===== src/rtl/gf2_systemizer_stream.sv =====
// Streaming GF(2) systemizer: loads N_ROWS rows, reduces the leftmost N_ROWS
// columns to identity by pivot search, swap and parallel XOR elimination, then drains.
module gf2_systemizer_stream #(
    parameter int N_ROWS = 4,
    parameter int N_COLS = 8,
    parameter int CYC_W  = 16
) (
    input  logic              clk,
    input  logic              rst,
    input  logic              start,
    input  logic              in_valid,
    output logic              in_ready,
    input  logic [N_COLS-1:0] in_data,
    output logic              out_valid,
    input  logic              out_ready,
    output logic [N_COLS-1:0] out_data,
    output logic              done,
    output logic              fail,
    output logic [CYC_W-1:0]  cycles
);

    localparam int RW = (N_ROWS > 1) ? $clog2(N_ROWS) : 1;
    localparam logic [RW-1:0] LAST = RW'(N_ROWS - 1);

    typedef enum logic [2:0] {
        IDLE,
        LOAD,
        SEARCH,
        SWAP,
        ELIM,
        DRAIN,
        DONE
    } state_t;

    state_t            state;
    logic [N_COLS-1:0] mat [N_ROWS];
    logic [RW-1:0]     idx;
    logic [RW-1:0]     r;
    logic [RW-1:0]     c;
    logic [RW-1:0]     k;
    logic [N_ROWS-1:0] piv_col;

    function automatic logic [CYC_W-1:0] sat_inc(input logic [CYC_W-1:0] v);
        return (&v) ? v : v + CYC_W'(1);
    endfunction

    // Bit c of every row: drives both the pivot search and the elimination mask.
    always_comb begin
        piv_col = '0;
        for (int i = 0; i < N_ROWS; i++) begin
            for (int j = 0; j < N_ROWS; j++) begin
                if (RW'(j) == c) piv_col[i] = mat[i][j];
            end
        end
    end

    // Matrix storage carries no reset; its contents only matter after a LOAD.
    always_ff @(posedge clk) begin
        case (state)
            LOAD: begin
                if (in_valid && in_ready) mat[idx] <= in_data;
            end
            SWAP: begin
                mat[r] <= mat[c];
                mat[c] <= mat[r];
            end
            ELIM: begin
                for (int i = 0; i < N_ROWS; i++) begin
                    if (RW'(i) != c && piv_col[i]) mat[i] <= mat[i] ^ mat[c];
                end
            end
            default: ;
        endcase
    end

    assign out_data = out_valid ? mat[k] : '0;

    always_ff @(posedge clk) begin
        if (rst) begin
            state     <= IDLE;
            idx       <= '0;
            r         <= '0;
            c         <= '0;
            k         <= '0;
            in_ready  <= 1'b0;
            out_valid <= 1'b0;
            done      <= 1'b0;
            fail      <= 1'b0;
            cycles    <= '0;
        end else begin
            case (state)
                IDLE: begin
                    done <= 1'b0;
                    if (start) begin
                        state    <= LOAD;
                        fail     <= 1'b0;
                        cycles   <= '0;
                        idx      <= '0;
                        in_ready <= 1'b1;
                    end
                end
                LOAD: begin
                    if (in_valid && in_ready) begin
                        idx <= idx + RW'(1);
                        if (idx == LAST) begin
                            state    <= SEARCH;
                            in_ready <= 1'b0;
                            c        <= '0;
                            r        <= '0;
                        end
                    end
                end
                SEARCH: begin
                    cycles <= sat_inc(cycles);
                    if (piv_col[r]) begin
                        state <= SWAP;
                    end else if (r == LAST) begin
                        fail      <= 1'b1;
                        state     <= DRAIN;
                        k         <= '0;
                        out_valid <= 1'b1;
                    end else begin
                        r <= r + RW'(1);
                    end
                end
                SWAP: begin
                    cycles <= sat_inc(cycles);
                    state  <= ELIM;
                end
                ELIM: begin
                    cycles <= sat_inc(cycles);
                    if (c == LAST) begin
                        state     <= DRAIN;
                        k         <= '0;
                        out_valid <= 1'b1;
                    end else begin
                        c     <= c + RW'(1);
                        r     <= c + RW'(1);
                        state <= SEARCH;
                    end
                end
                DRAIN: begin
                    if (out_valid && out_ready) begin
                        k <= k + RW'(1);
                        if (k == LAST) begin
                            out_valid <= 1'b0;
                            state     <= DONE;
                            done      <= 1'b1;
                        end
                    end
                end
                DONE: begin
                    done  <= 1'b0;
                    state <= IDLE;
                end
                default: state <= IDLE;
            endcase
        end
    end

endmodule


===== config.mk =====
export PLATFORM = sky130hd
export DESIGN_NAME = gf2_systemizer_stream
export DESIGN_NICKNAME = d
export VERILOG_FILES = /design/src/rtl/gf2_systemizer_stream.sv
export SDC_FILE = /design/constraint.sdc
export NUM_CORES = 1
export LEC_CHECK = 0
export ABC_AREA = 1
export ABC_CLOCK_PERIOD_IN_PS = 2400
export CAP_MARGIN = 40
export CORE_MARGIN = 2
export CORE_UTILIZATION = 40
export CTS_CLUSTER_DIAMETER = 80
export CTS_CLUSTER_SIZE = 8
export DETAILED_ROUTE_END_ITERATION = 10
export SKIP_LAST_GASP = 1
export SLEW_MARGIN = 25
export SYNTH_ARGS = -nofsm -noshare
export SYNTH_HDL_FRONTEND = slang
export SYNTH_SLANG_ARGS = --single-unit

===== constraint.sdc =====
create_clock -name clk -period 2.4 [get_ports clk]
set_clock_uncertainty 0.15 [all_clocks]
set_input_delay 0.36 -clock clk [delete_from_list [all_inputs] [get_ports clk]]
set_output_delay 0.36 -clock clk [all_outputs]
set_load 0.01 [all_outputs]

-- Word-level counts from Yosys, hierarchy flattened
Memories as Yosys holds them, arrays and structs flattened. A register that Yosys moved wholly into a read port is not among the register bits.
Index checks and enable logic that the tools add are counted.
- bits in registers: 31
- memory bits (writable): 32
- memories kept: 1
- input bits: 13
- output and inout port bits: 28
- word-level logic and storage cells: 174
- bitwise logic cells: 4
- equality and inequality tests: 28
- reductions and logical operators: 32
- mux-type cells: 93
- add/sub/neg operators: 5
- $lt $le $gt $ge: 1
- memories (name ; depth ; width ; rd ports ; clocked after Yosys merged registers in ; write ports ; line ; text):
    mat ; 4 ; 8 ; 7 ; 3 ; 4 ; 36 ; logic [N_COLS-1:0] mat [N_ROWS];
- operator list (operator ; number):
    $mux 1 ; 48
    $mux 2 ; 20
    $mux 16 ; 2
    $mux 8 ; 4
    $pmux 16 s2 ; 1
    $xor 8x8->8 ; 4
    $mux 3 ; 8
    $reduce_or 8->1 ; 3
    $ne 2x2->1 const B ; 11
    $pmux 3 s6 ; 1
    $reduce_and 6->1 ; 3
    $add 16x1->16 const B ; 1
    $reduce_and 16->1 ; 1
    $pmux 2 s3 ; 2
    $reduce_and 4->1 ; 3
    $reduce_bool 2->1 ; 6
    $eq 3x3->1 const B ; 3
    $reduce_and 3->1 ; 3
    $add 2x1->2 const B ; 4
    $eq 2x2->1 const B ; 4
    $pmux 2 s2 ; 2
    $eq 3x2->1 const B ; 2
    $logic_and 1x1->1 ; 6
    $pmux 1 s2 ; 3
    other kinds (15) ; 18

-- Logic depth before layout (Yosys ltp)
- depth after elaboration: 11
- depth in mapped cells: 14

-- Worst setup path after synthesis
Ideal clock, no wire load.
- path type: register to register
- from: reg c[0]
- to: mem mat[1][0], enable pin
- stages on the path, launching flop included: 12
- data arrival time: 1.879 ns
- library setup time: 0.374 ns
- data required time: 1.876 ns
- setup slack: -0.003 ns
- path through: dfxtp_1 -> inv_1 -> ha_1 -> buf_2 -> a21oi_1 -> nand2_1 -> nor2_1 -> inv_2 -> buf_2 -> nand2_1 -> nand2_1 -> o21ai_1
- RTL lines (what ; line ; text):
    from (decl) ; 39 ; logic [RW-1:0] c;
    from (signal assigned) ; 137 ; c <= c + RW'(1);
    to (decl) ; 36 ;

==> run summary <==
number of global-route vias before repair -> 4818
Synthesis Warnings -> 0
fin crit share -> 93.70%
worst setup path class -> flip-flop to flip-flop
DR iter-0 viols -> 468
crit-path max cell delay -> 340 ps
Die Ht -> 113.2 microns
setup repair after global routing missed its margin -> true
# IOs -> 41
hold_buf cts -> 0
min cycle time layout -> 2249 ps
Netlist cell types -> 38
GP Congestion -> 0.9930
Via density -> 5.684
All-Layer GR Usage -> 24.90%
largest net degree at the start of global routing -> 33
Place WS -> 49.19 ps
Synth area leader -> edfxtp_1
status -> complete, but fails checks
row cnt -> 39
ranking of synthesized cells by area -> edfxtp_1 (20%), dfxtp_1 (16%), o21ai_0 (13%), a21oi_1 (12%), nand2_1 (9.0%)
H-tree Lvls -> 3
CTS tree -> yes
f_max -> 444.7 MHz
HPWL after detailed placement -> 11670 microns
R2R Setup Slk -> 150 ps
Initial Util -> 41.40%
final-layout fill cell count -> 1159
Worst path slowest cell -> dfxtp_1
final hold viol count -> 0
Port Buffers -> 40
path depth of the worst reg2reg path -> 13
via count -> 5127
setup ws final -> 151.2 ps
max-slew violation count -> 0
drt first pass iters -> 8
r2r startpoint -> c[1]
Crit path buffers/inverters -> 4
power density over cell area -> 983.8 nW/um^2
Layout area overhead -> 25.22%
violated checks -> design-rule violations
part of the Yosys area used for sequential elements -> 35.70%
main flop type after synthesis -> dfxtp_1
Root Buffer Master -> clkbuf_16
min-delay src -> done
setup violators final -> 0
Die ar. -> 12810 sq um
Ant. Diodes -> 0
layout cells sized above 1 -> 11.33%
Hold Path Cell Cnt -> 2
overall routed net length -> 15330 microns
WP data arrival -> 2180 ps
CP Max Fanout -> 18
Syn Nets -> 705
total gr overflow -> 0
Nets -> 775
Antenna Nets Post-Route -> 0
most frequent CP cell -> nand2_1
Clock Latency Late Sink -> 340 ps
worst-path cell chain -> inv_1 -> ha_2 -> inv_2 -> nand3_1 -> nand2_1 -> nand2_1 -> nor2_4 -> inv_4 -> nand2_1 -> o21ai_1 -> buf_4 -> o21ai_0 -> o21ai_0
top-area cell type share of the netlist area -> 20.16%
clk slew on worst S/H paths -> 50 ps
synthesized area per cell -> 6.969 sq um
async set-reset flop share out of synthesis -> 0%
critical path capture point type -> flip-flop
Syn Std Cell Area -> 4767 sq um
Sink Count -> 69
FF+latch count, synth -> 69
max_slew headroom -> 54.57%
WP data required -> 2330 ps
core area -> 11520 sq um
Static Leak -> 2.419 nW
Max-Cap Viols -> 0
DR DRC count -> 1
Post-synth EDFFs -> 32
RR Endpoint -> mat[2][0]
Post-Syn Instances -> 684
maximum vdd drop -> 420.3 uV
first-pass GRT wire length -> 25210 microns
Top delay family on crit path -> simple AND/OR/NAND/NOR gates
final design utilization -> 51.84%
antenna violations before repair -> 0
CTS max path bufs -> 2
CP Launch Type -> flip-flop
clock buffer count from CTS -> 9
post-DR wirelength/cell -> 17.00 microns
Slew @ Worst Pin -> 680.5 ps
Hold Crit Class -> flip-flop to flip-flop
Die Wd -> 113.2 microns
Worst Hold Endpoint -> done
[placed cells by master (no fill, tap or decap), drive strengths merged, types with 12 or more instances in the layout]
| cell type | n |
|---|---|
| edfxtp | 32 |
| inv | 67 |
| nand2 | 115 |
| a21oi | 118 |
| o21ai | 135 |
| nor2 | 50 |
| dfxtp | 37 |
| xor2 | 28 |
| clkdlybuf4s50 | 32 |
| buf | 43 |
| nand3 | 31 |
| clkbuf | 12 |
[how the worst max path moves through the flow]
stage	start	endpoint	slack (ps)	depth (start not counted)
floorplan	c[0]	mat[1][0]	160	11
global placement	c[0]	mat[1][3]	90	11
detailed placement	c[0]	mat[0][1]	50	10
CTS	flip-flop	out_data[4]	-10	6
global route	c[1]	mat[2][0]	-90	13
finish	c[1]	mat[2][0]	150	13
[layer usage]
layer / global-route usage, % / wire (microns) / up-vias
li1: - / - / 2506
met1: 36.77 / 7333 / 2386
met2: 35.77 / 6339 / 207
met3: 6.052 / 1381 / 28
met4: 7.642 / 280 / 0
met5: 0 / 0 / -
[area by class of cell]
cell class / instances / area (sq um) / share of cell area (%)
tap: 143 / 178.9 / 2.997
clock inverter: 4 / 50.05 / 0.8384
multi-input combinational: 520 / 2701 / 45.25
timing repair inverter: 1 / 7.507 / 0.1258
sequential: 69 / 1707 / 28.59
inverter: 70 / 269.0 / 4.506
timing repair buffer: 83 / 767.0 / 12.85
clock buffer: 12 / 289.0 / 4.842
[power breakdown]
group          total, W  switching, W  internal [W]  leakage, nW
Sequential      0.00161      0.000167       0.00144        0.590
Combinational   0.00278       0.00178       0.00100         1.67
Clock           0.00148      0.000523      0.000957        0.163
Total           0.00587       0.00247       0.00340         2.42
[state kept, by name, summed over array words and instances (netlist names), named ones only]
register and count:
done 1, r 2, idx 2, in_ready 1, cycles 16, state 3, out_valid 1, mat 32
k 2, c 2, fail 1
[stage by stage]
stage / cell area, sq um / hold slack, ps / total power [W] / cells / TNS (ps)
3_5_place_dp: 5575 / 299.6 / 0.004331 / 884 / 0
3_3_place_gp: 5575 / 291.9 / 0.004309 / 884 / 0
6_report: 5969 / 300.7 / 0.005873 / 902 / 0
2_1_floorplan: 4771 / 279.1 / 0.003405 / 684 / 0
5_1_grt: 5969 / 333.3 / 0.006279 / 902 / -163.2
4_1_cts: 5941 / 305.1 / 0.005810 / 902 / -11.12
[Yosys cell counts (all sizes together), types with 2 or more instances]
cell and number:
o21ai 135, a21oi 118, nand2 115, inv 68, nor2 50, dfxtp 37
edfxtp 32, nand3 31, xor2 28, buf 15, clkbuf 10, ha 8
o211ai 7, nor3 6, nand4 5, nand3b 4, a31oi 2, clkinv 2
nor4 2, o32a 2
[timing repair]
item | in CTS | in global routing
gates resized for setup | 11 | 16
pin swaps | 0 | 1
setup buffers | 1 | 0
cloned | 1 | 0
setup endpoints to repair | 8 | 73
[logic make-up (layout without fill, tap and decap cells)]
group                      Yosys count  in the layout  share of synthesized area [%]
AOI/OAI and AO/OA                  269            269                          29.40
DFF                                 69             69                          35.70
xor gates and xnor gates            29             29                          5.328
buffers and inverters               95            170                          8.189
adders and majority gates            8              8                          2.100
and+or+nand+nor                    214            214                          19.29
[worst min-delay path, delay by kind of cell (launching register included)]
kind	cells	cell delay, ps
flip-flops	1	300
buffers and inverters	1	50
AO/OA/AOI/OAI	1	50
No activity file was read; power rests on OpenSTA's default activity.
